===== src/rtl/vm_pkg.sv =====
// Shared types and constants for the coin payment controller.
package vm_pkg;

   localparam int MONEY_W     = 8;
   localparam int COIN_V0_DEF = 1;
   localparam int COIN_V1_DEF = 5;
   localparam int COIN_V2_DEF = 10;

   typedef enum logic [1:0] {
      ST_IDLE     = 2'd0,
      ST_PAY      = 2'd1,
      ST_DISPENSE = 2'd2,
      ST_REFUND   = 2'd3
   } state_t;

endpackage


===== src/rtl/pay_timer.sv =====
// Clearable saturating cycle counter; o_done holds once LIMIT-1 is reached.
module pay_timer #(
   parameter int LIMIT = 1000
) (
   input  logic i_clk,
   input  logic i_rst_n,
   input  logic i_en,
   input  logic i_clr,
   output logic o_done
);

   localparam int CW = (LIMIT > 1) ? $clog2(LIMIT) : 1;
   localparam logic [CW-1:0] LAST = CW'(LIMIT - 1);

   logic [CW-1:0] r_cnt;

   always_ff @(posedge i_clk or negedge i_rst_n) begin
      if (!i_rst_n) begin
         r_cnt <= '0;
      end else if (i_clr) begin
         r_cnt <= '0;
      end else if (i_en && (r_cnt != LAST)) begin
         r_cnt <= r_cnt + 1'b1;
      end
   end

   assign o_done = (r_cnt == LAST);

endmodule


===== src/rtl/coin_payment.sv =====
// Coin payment controller: latches a selection, accumulates coins, then
// dispenses with change or refunds on cancel/timeout. All outputs registered.
module coin_payment
   import vm_pkg::*;
#(
   parameter int TIMEOUT_CYCLES = 1000,
   parameter int COIN_V0        = COIN_V0_DEF,
   parameter int COIN_V1        = COIN_V1_DEF,
   parameter int COIN_V2        = COIN_V2_DEF
) (
   input  logic               clk,
   input  logic               rst,
   input  logic [MONEY_W-1:0] goods_price,
   input  logic [3:0]         goods_num,
   input  logic [2:0]         coin,
   input  logic               cancel,
   output logic [MONEY_W-1:0] paid_total,
   output logic               busy,
   output logic               coin_reject,
   output logic               dispense,
   output logic [3:0]         dispense_num,
   output logic [MONEY_W-1:0] change,
   output logic               change_valid,
   output logic               refund,
   output logic [1:0]         o_dbg_state
);

   state_t             r_state;
   logic [MONEY_W-1:0] r_paid;
   logic [MONEY_W-1:0] r_price;
   logic [3:0]         r_num;
   logic               r_busy;
   logic               r_reject;
   logic               r_dispense;
   logic [3:0]         r_disp_num;
   logic [MONEY_W-1:0] r_change;
   logic               r_change_valid;
   logic               r_refund;

   state_t             w_state_nxt;
   logic [MONEY_W-1:0] w_paid_nxt;
   logic [MONEY_W-1:0] w_price_nxt;
   logic [3:0]         w_num_nxt;
   logic               w_reject_nxt;
   logic               w_dispense_nxt;
   logic [3:0]         w_disp_num_nxt;
   logic [MONEY_W-1:0] w_change_nxt;
   logic               w_change_valid_nxt;
   logic               w_refund_nxt;

   logic [MONEY_W-1:0] w_coin_val;
   logic               w_onehot;
   logic [MONEY_W:0]   w_sum;
   logic               w_coin_accept;
   logic               w_timer_clr;
   logic               w_timer_done;

   always_comb begin
      w_coin_val = '0;
      w_onehot   = 1'b1;
      case (coin)
         3'b001:  w_coin_val = MONEY_W'(COIN_V0);
         3'b010:  w_coin_val = MONEY_W'(COIN_V1);
         3'b100:  w_coin_val = MONEY_W'(COIN_V2);
         default: w_onehot   = 1'b0;
      endcase
   end

   // Extra carry bit detects credits that would overflow the money width.
   assign w_sum         = {1'b0, r_paid} + {1'b0, w_coin_val};
   assign w_coin_accept = (r_state == ST_PAY) && !cancel && w_onehot && !w_sum[MONEY_W];
   assign w_timer_clr   = (r_state != ST_PAY) || w_coin_accept;

   pay_timer #(
      .LIMIT (TIMEOUT_CYCLES)
   ) u_pay_timer (
      .i_clk   (clk),
      .i_rst_n (rst),
      .i_en    (r_state == ST_PAY),
      .i_clr   (w_timer_clr),
      .o_done  (w_timer_done)
   );

   always_comb begin
      w_state_nxt        = r_state;
      w_paid_nxt         = r_paid;
      w_price_nxt        = r_price;
      w_num_nxt          = r_num;
      w_reject_nxt       = (coin != 3'b000) && !w_coin_accept;
      w_dispense_nxt     = 1'b0;
      w_disp_num_nxt     = '0;
      w_change_nxt       = '0;
      w_change_valid_nxt = 1'b0;
      w_refund_nxt       = 1'b0;
      case (r_state)
         ST_IDLE: begin
            if ((goods_num != 4'd0) && (goods_price != '0)) begin
               w_price_nxt = goods_price;
               w_num_nxt   = goods_num;
               w_state_nxt = ST_PAY;
            end
         end
         ST_PAY: begin
            if (cancel) begin
               w_state_nxt        = ST_REFUND;
               w_refund_nxt       = 1'b1;
               w_change_nxt       = r_paid;
               w_change_valid_nxt = 1'b1;
            end else if (w_coin_accept) begin
               w_paid_nxt = w_sum[MONEY_W-1:0];
               // Completion is judged on the freshly credited total.
               if (w_sum[MONEY_W-1:0] >= r_price) begin
                  w_state_nxt        = ST_DISPENSE;
                  w_dispense_nxt     = 1'b1;
                  w_disp_num_nxt     = r_num;
                  w_change_nxt       = w_sum[MONEY_W-1:0] - r_price;
                  w_change_valid_nxt = 1'b1;
               end
            end else if (w_timer_done) begin
               w_state_nxt        = ST_REFUND;
               w_refund_nxt       = 1'b1;
               w_change_nxt       = r_paid;
               w_change_valid_nxt = 1'b1;
            end
         end
         ST_DISPENSE, ST_REFUND: begin
            w_state_nxt = ST_IDLE;
            w_paid_nxt  = '0;
            w_price_nxt = '0;
            w_num_nxt   = '0;
         end
         default: begin
            w_state_nxt = ST_IDLE;
         end
      endcase
   end

   always_ff @(posedge clk or negedge rst) begin
      if (!rst) begin
         r_state        <= ST_IDLE;
         r_paid         <= '0;
         r_price        <= '0;
         r_num          <= '0;
         r_busy         <= 1'b0;
         r_reject       <= 1'b0;
         r_dispense     <= 1'b0;
         r_disp_num     <= '0;
         r_change       <= '0;
         r_change_valid <= 1'b0;
         r_refund       <= 1'b0;
      end else begin
         r_state        <= w_state_nxt;
         r_paid         <= w_paid_nxt;
         r_price        <= w_price_nxt;
         r_num          <= w_num_nxt;
         r_busy         <= (w_state_nxt != ST_IDLE);
         r_reject       <= w_reject_nxt;
         r_dispense     <= w_dispense_nxt;
         r_disp_num     <= w_disp_num_nxt;
         r_change       <= w_change_nxt;
         r_change_valid <= w_change_valid_nxt;
         r_refund       <= w_refund_nxt;
      end
   end

   assign paid_total   = r_paid;
   assign busy         = r_busy;
   assign coin_reject  = r_reject;
   assign dispense     = r_dispense;
   assign dispense_num = r_disp_num;
   assign change       = r_change;
   assign change_valid = r_change_valid;
   assign refund       = r_refund;
   assign o_dbg_state  = r_state;

endmodule


===== config.mk =====
export PLATFORM = sky130hd
export DESIGN_NAME = coin_payment
export DESIGN_NICKNAME = d
export VERILOG_FILES = /design/src/rtl/vm_pkg.sv /design/src/rtl/pay_timer.sv /design/src/rtl/coin_payment.sv
export SDC_FILE = /design/constraint.sdc
export NUM_CORES = 1
export LEC_CHECK = 0
export CAP_MARGIN = 20
export CORE_MARGIN = 10
export CORE_UTILIZATION = 29
export DETAILED_ROUTE_END_ITERATION = 8
export DONT_BUFFER_PORTS = 1
export GPL_TIMING_DRIVEN = 0
export PLACE_DENSITY = 0.42
export RECOVER_POWER = 25
export SLEW_MARGIN = 10
export SYNTH_ARGS = -nofsm -noshare
export SYNTH_HDL_FRONTEND = slang
export SYNTH_SLANG_ARGS = --single-unit
export TNS_END_PERCENT = 30

===== constraint.sdc =====
create_clock -name clk -period 3.8 [get_ports clk]
set_clock_uncertainty 0.05 [all_clocks]
set_input_delay 0.76 -clock clk [delete_from_list [all_inputs] [get_ports clk]]
set_output_delay 0.76 -clock clk [all_outputs]
set_load 0.01 [all_outputs]

==> results of run 1 <==
==> area by class of cell <==
type                    instances  area share
multi-input cells             194       0.463
inverters                      12      0.0156
clock buffers                   5      0.0238
clock inverters                 2     0.00562
well taps                     108      0.0467
plain buffers                   8      0.0138
flip-flops and latches         49       0.424
repair buffers                  3     0.00778
==> power by group through the flow <==
stage                     logic [mW]  clock network (mW)  registers (mW)
after floorplan                0.628                   0           0.733
after global placement         0.799                   0           0.771
after detailed placement       0.796                   0           0.772
after CTS                      0.799               0.325           0.761
after global routing           0.921               0.343           0.776
final                          0.800               0.308           0.756
==> registers in the layout (all words and copies together), names as in the netlist <==
signal / count
busy: 1
change: 8
change_valid: 1
coin_reject: 1
dispense: 1
dispense_num: 4
o_dbg_state: 2
paid_total: 8
r_num: 4
r_price: 8
refund: 1
u_pay_timer.r_cnt: 10
==> cells in the mapped netlist (7+ instances only) <==
cell      number
dfrtp_1       49
nand2_1       30
nor2_1        23
ha_1          12
inv_1         12
xor2_1        12
a22o_1        11
nand3b_1       9
o21ai_0        9
xnor2_1        9
a21o_1         8
a21oi_1        7
nand2b_1       7
nand3_1        7
==> per-layer routing <==
metal | vias to the layer above | GRT usage
met1 | 905 | 0.129
met4 | 0 | 0.0329
li1 | 942 | -
met2 | 26 | 0.170
met5 | - | 0
met3 | 5 | 0.0281
==> logic make-up after synthesis <==
| logic type | share of synthesized area |
|---|---|
| adders and majority gates | 0.0645 |
| muxes | 0.00759 |
| xor gates and xnor gates | 0.0697 |
| AOI/OAI and AO/OA | 0.148 |
| buffers and inverters | 0.0341 |
| and+or+nand+nor | 0.211 |
| DFF | 0.465 |
==> worst paths after layout <==
kind,from,cells past startpoint,endpoint
max,coin[0],15,change_valid$_DFF_PN0_
max in group asynchronous,rst,0,paid_total[7]$_DFFE_PN0P_
min in group clk,r_num[2]$_DFFE_PN0P_,1,dispense_num[2]$_DFF_PN0_
min reg2reg,r_num[2]$_DFFE_PN0P_,1,dispense_num[2]$_DFF_PN0_
min,rst,0,u_pay_timer.r_cnt[7]$_DFFE_PN0P_
max reg2reg,paid_total[2]$_DFFE_PN0P_,11,change_valid$_DFF_PN0_
==> critical path, cell delays in order <==
cell and delay, ps:
clkbuf_2 150, xnor2_1 150, nor2_1 100, ha_1 230
ha_1 210, o21ai_0 130, and2_1 210, nor2_1 180
xor2_1 230, ha_1 330, o21a_1 140, nand2_1 100
a21oi_2 80, o221a_4 310, o31a_1 310
==> stage by stage <==
| step | setup WS [ps] | setup TNS (ps) | cells | cell area, um^2 |
|---|---|---|---|---|
| after global routing | 75.5 | 0 | 381 | 2900 |
| after detailed placement | -261 | -2420 | 372 | 2770 |
| final | 325 | 0 | 381 | 2900 |
| after CTS | 53.2 | 0 | 379 | 2860 |
| after floorplan | 262 | 0 | 264 | 2640 |
| after global placement | -255 | -2360 | 372 | 2770 |
==> what timing repair did <==
item,in CTS,in global routing
endpoints found under the setup margin,0,12
resized for setup,0,3
hold endpoints to repair,0,0
buffers inserted,0,3
==> results.tsv, run 1 <==
stage	metric	value	unit
status	status	finished, final reports clean	
logic_synthesis	ys_top_cells_by_area	dfrtp_1 (46%), ha_1 (5.7%), nand2_1 (4.3%)	
finish	utilization	0.329	
clock_tree	cts_buffers	5	
logic_synthesis	synth_edf_count	0	
setup_path	r2r_slack	590	ps
logic_synthesis	ys_ff_latch	49	
job	drv_cap	0	
clock_tree	cts_root_buf	clkbuf_8	
sta	finalMaxSlewViolations	0	
power_and_ir_drop	switching_share	0.406	
finish	fillCellCount	887	
setup_path	critPathKind	in -> reg	
power_and_ir_drop	clkPwrFrac	0.165	
finish	multi_input_area	1340	um^2
global_routing	grt_util_all_layers	0.104	
finish	area_growth	9.72	%
placed_design	place.gp.congestion	0.779	
sta	period_share	0.914	
power_and_ir_drop	report.power.total	1.86	mW
setup_path	cp-end-kind	register	
logic_synthesis	synth_ff_type	dfrtp_1	
sta	period_needed	3470	ps
power_and_ir_drop	p_int	1.11	mW
sta	hold_violations	0	
routing	wl_met2	3240	um
finish	ff_latch_area	1230	um^2
global_routing	grt_pass1_wl	10700	um
clock_tree	htree_levels	2	
clock_tree	clk_path_buf_depth	2	
finish	final_nets	304	
setup_path	arrival	3610	ps
clock_tree	clock-sinks	49	
finish	final_common_cell	dfrtp_1	
logic_synthesis	seq_area_frac_synth	0.465	
logic_synthesis	ys_async_sr_fraction	1.00	
routing	num_vias	1878	
logic_synthesis	syn_avg_cell_area	10.0	um^2
sta	timing.hold.ws	88.6	ps
floorplanning	io_pins	45	
clock_tree	clk_latency	300	ps
logic_synthesis	yosysTopAreaCell	dfrtp_1	
global_routing	first_global_vias	1881	
clock_tree	cts-hold-fix-buffers	0	
finish	antennaDiodeCount	0	
sta	setup_viol	0	
setup_path	required	3940	ps
power_and_ir_drop	pwr-share-seq	0.406	
floorplanning	fp.dieW	115	um
routing	drc_errors	0	
floorplanning	die-area	13300	um^2
power_and_ir_drop	p_per_area	644	nW/um^2
finish	post_route_cells_drive_above_1_share	0.0806	
routing	ant_nets	0	
logic_synthesis	syn-num-nets	295	
logic_synthesis	yosysTopAreaCellShare	0.465	
routing	wl_per_cell	17.5	um
routing	wl	6670	um
worst_hold_path	hold_path_class	in -> async	
power_and_ir_drop	pwr-share-comb	0.429	
logic_synthesis	netlist_instances	264	
floorplanning	start_util	0.300	
routing	dr.max_layer_used	met4	
setup_path	setup.worst_path.start_class	input port	
floorplanning	die_h	115	um
power_and_ir_drop	vdd_drop_max	0.000171	V
sta	fmax	288	MHz
routing	dr.first_iter.drc_count	86	
global_routing	grt_overflow_total	0	
clock_tree	cts_tree	built	
logic_synthesis	ys.warnings.count	0	
clock_tree	path_clk_slew	100	ps
global_routing	antenna_found_initial	0	
placed_design	hpwl	5030	um
routing	vias_per_cell	4.93	
sta	slew_headroom	0.644	
logic_synthesis	synth_area	2640	um^2
setup_path	crit_fanout	16	
placed_design	port_buffers	0	
power_and_ir_drop	p_leak	1.37	nW
global_routing	grt_max_degree	50	
logic_synthesis	ys_types	41	
finish	layout_common_cells	dfrtp_1 (49), nand2_1 (30), nor2_1 (23)	
floorplanning	fp-row-count	34	
floorplanning	core-area	8810	um^2
routing	wl_met1	3030	um
routing	dr.pass1.iters	6	
routing	wl_met3	315	um
sta	worst_pin_slew	534	ps
sta	rsz0062_at_grt	no	
power_and_ir_drop	p_sw	757	uW
Note: power is estimated with default switching activity, not from simulation.
==> run 2, diff against run 1 <==
--- a/config.mk
+++ b/config.mk
@@ -5,6 +5,7 @@
 export SDC_FILE = /design/constraint.sdc
 export NUM_CORES = 1
 export LEC_CHECK = 0
+export ABC_AREA = 1
 export CAP_MARGIN = 20
 export CORE_MARGIN = 10
 export CORE_UTILIZATION = 29
@@ -13,6 +14,7 @@
 export GPL_TIMING_DRIVEN = 0
 export PLACE_DENSITY = 0.42
 export RECOVER_POWER = 25
+export REMOVE_ABC_BUFFERS = 1
 export SLEW_MARGIN = 10
 export SYNTH_ARGS = -nofsm -noshare
 export SYNTH_HDL_FRONTEND = slang
==> run 2 against run 1 <==
Sequential share of layout area shrank 2.3 points. Non-clock buffer count down 10. Die area is 5.9% higher. Register-to-register slack better by 20 ps. Via count grew 16%. Power decreased by 8.9%. Combinational power decreased by 17%. Critical endpoint is now change[3]$_DFF_PN0_. Highest routed layer unchanged.
==> results.tsv, run 2 <==
stage	metric	value	unit
clock_tree	path_clk_slew	110	ps
floorplanning	die-area	14100	um^2
sta	fin_setup_tns	0	ps
logic_synthesis	seq_area_frac_synth	0.434	
setup_path	r2r-start	paid_total[1]$_DFFE_PN0P_	
clock_tree	cts-resized-gates	0	
clock_tree	clk_path_buf_depth	2	
setup_path	r2r-end	change[3]$_DFF_PN0_	
logic_synthesis	netlist_instances	347	
logic_synthesis	syn_avg_cell_area	8.15	um^2
global_routing	grt_max_degree	50	
setup_path	crit_path_cell_trace	inv_1 > nor2_1 > nand2_1 > nand2_1 > ha_1 > ha_1 > inv_1 > nand2_1 > nand2_1 > nand2_2 > nand2_1 > xor2_1 > inv_1 > ha_2 > nand2_1 > nor2_1 > nand2_1 > nand4_1 > nand3_4 > inv_2 > nand3_1 > nand2_1	
setup_path	cpPeakStageDelay	400	ps
routing	wl_per_cell	14.7	um
power_and_ir_drop	pwr-share-comb	0.390	
placed_design	placed_cells	473	
finish	final_nets	382	
setup_path	arrival	3580	ps
floorplanning	start_util	0.302	
floorplanning	core-area	9370	um^2
sta	slew_headroom	0.696	
routing	wl	7060	um
status	status	finished, final reports clean	
finish	post_route_cells_drive_above_1_share	0.0966	
power_and_ir_drop	p_per_area	555	nW/um^2
power_and_ir_drop	p_int	985	uW
finish	largest_reg_flops	10	
setup_path	reg2regPathDepth	21	
clock_tree	cts-hold-fix-buffers	0	
finish	fillCellCount	1029	
setup_path	setup.worst_path.start_class	input port	
sta	period_needed	3380	ps
job	drv_cap	0	
power_and_ir_drop	pwr-share-seq	0.411	
finish	largest-register	u_pay_timer.r_cnt	
logic_synthesis	synth_area	2830	um^2
routing	ant_nets	0	
logic_synthesis	ys_top_cells_by_area	dfrtp_1 (43%), nand2_1 (11%), inv_1 (7.6%)	
finish	antennaDiodeCount	0	
logic_synthesis	ys_top_cells_by_count	nand2_1 (83), inv_1 (57), dfrtp_1 (49)	
clock_tree	cts_buffers	5	
sta	period_share	0.890	
sta	finalMaxSlewViolations	0	
worst_hold_path	hold_path_class	in -> async	
setup_path	cp-end-kind	register	
placed_design	placement.cell_area	2960	um^2
finish	fin_area	3060	um^2
floorplanning	io_pins	45	
power_and_ir_drop	report.power.total	1.70	mW
logic_synthesis	ys_async_sr_fraction	1.00	
finish	fin_cells	481	
setup_path	required	4000	ps
finish	utilization	0.327	
global_routing	first_global_vias	2241	
logic_synthesis	ys_ff_latch	49	
logic_synthesis	synth_edf_count	0	
sta	rsz0062_at_grt	no	
routing	drc_errors	0	
setup_path	crit_fanout	8	
logic_synthesis	yosysTopAreaCell	dfrtp_1	
routing	num_vias	2172	
clock_tree	postCtsSetupRepairBufs	0	
power_and_ir_drop	switching_share	0.420	
setup_path	cpMostUsedCell	nand2_1	
logic_synthesis	synth_most_common_cell	nand2_1	
sta	hold_violations	0	
sta	fmax	296	MHz
setup_path	critPathKind	in -> reg	
global_routing	grt_overflow_total	0	
floorplanning	die_h	119	um
global_routing	grt_util_all_layers	0.102	
power_and_ir_drop	p_leak	1.54	nW
finish	layout_common_cells	nand2_1 (83), inv_1 (57), dfrtp_1 (49)	
placed_design	hpwl	5410	um
finish	area_growth	8.23	%
logic_synthesis	yosysTopAreaCellShare	0.434	
clock_tree	clk_latency	310	ps
setup_path	crit_slowest_cell	ha_2	
clock_tree	htree_levels	2	
setup_path	r2r_slack	610	ps
routing	dr.pass1.iters	5	
global_routing	grt_pass1_wl	11700	um
logic_synthesis	ys.warnings.count	0	
routing	vias_per_cell	4.52	
finish	final_common_cell	nand2_1	
global_routing	antenna_found_initial	0	
floorplanning	fp-row-count	35	
logic_synthesis	synth_ff_type	dfrtp_1	
clock_tree	clock-sinks	49	
power_and_ir_drop	p_sw	713	uW
sta	worst_pin_slew	453	ps
power_and_ir_drop	clkPwrFrac	0.199	
placed_design	port_buffers	0	
routing	dr.first_iter.drc_count	94	
logic_synthesis	ys_types	37	
power_and_ir_drop	vdd_drop_max	0.000153	V
placed_design	place.gp.congestion	0.812	
sta	setup_viol	0	
floorplanning	fp.dieW	119	um
clock_tree	cts_tree	built	
clock_tree	cts_root_buf	clkbuf_8	
==> run 2: cell count changes after synthesis, sizes merged, moves of 8 or more <==
cell    previous run  this run
a22o              11         0
nand3b             9         1
nand3              7        39
inv               12        59
nand2             30        88
o21ai              9        23
==> run 2: cell families after synthesis <==
family | count (synthesis) | synth area share
AO/OA/AOI/OAI | 39 | 0.0898
adder cells (fa/ha/maj) | 13 | 0.0602
AND/OR/NAND/NOR | 174 | 0.299
XOR/XNOR | 9 | 0.0279
buffers and inverters | 63 | 0.0894
flip-flops | 49 | 0.434
==> run 2: layer usage <==
metal  global-route usage  part of all wire  up-vias
met5                    0                 0        -
met3               0.0314             0.047        8
li1                     -                 -     1114
met2                0.171              0.49       26
met4               0.0252             0.010        0
met1                0.125              0.46     1024
==> run 2: power groups by stage <==
| stage | Combinational (mW) | Clock [mW] | Sequential [mW] |
|---|---|---|---|
| 2_1_floorplan | 0.520 | 0 | 0.692 |
| 3_3_place_gp | 0.659 | 0 | 0.714 |
| 3_5_place_dp | 0.670 | 0 | 0.714 |
| 4_1_cts | 0.673 | 0.355 | 0.704 |
| 5_1_grt | 0.773 | 0.375 | 0.713 |
| 6_report | 0.661 | 0.338 | 0.698 |
==> run 2: metrics by stage <==
| step | hold WS [ps] | setup WS [ps] |
|---|---|---|
| 6_report | 73.2 | 417 |
| 5_1_grt | 46.5 | 20.3 |
| 4_1_cts | 61.5 | 332 |
| 3_5_place_dp | 417 | 23.9 |
| 3_3_place_gp | 417 | 34.9 |
| 2_1_floorplan | 407 | 549 |
==> run 2: worst max path at each step <==
stage / startpoint / end / slack, ps / cells after the start
detailed placement: coin[1] / change[3]$_DFF_PN0_ / 20 / 22
global route: coin[1] / change[3]$_DFF_PN0_ / 20 / 22
finish: coin[1] / change[3]$_DFF_PN0_ / 420 / 22
CTS: coin[1] / change[3]$_DFF_PN0_ / 330 / 22
global placement: coin[1] / busy$_DFF_PN0_ / 30 / 21
floorplan: coin[1] / busy$_DFF_PN0_ / 550 / 21
==> run 2: final cells by class <==
type                       count  area (um^2)  area share
multi-input combinational    235         1350       0.442
sequential                    49         1230       0.401
inverter                      59          221      0.0724
tap                          129          161      0.0527
clock buffer                   5         68.8      0.0225
clock inverter                 3         26.3     0.00859
timing repair buffer           1         5.00     0.00164
==> run 2: worst max-delay path, delay by kind of cell <==
family	cells	cell delay, ps
simple gates	14	1400
fa+ha+maj	3	830
xor+xnor	1	240
buf+inv	4	380
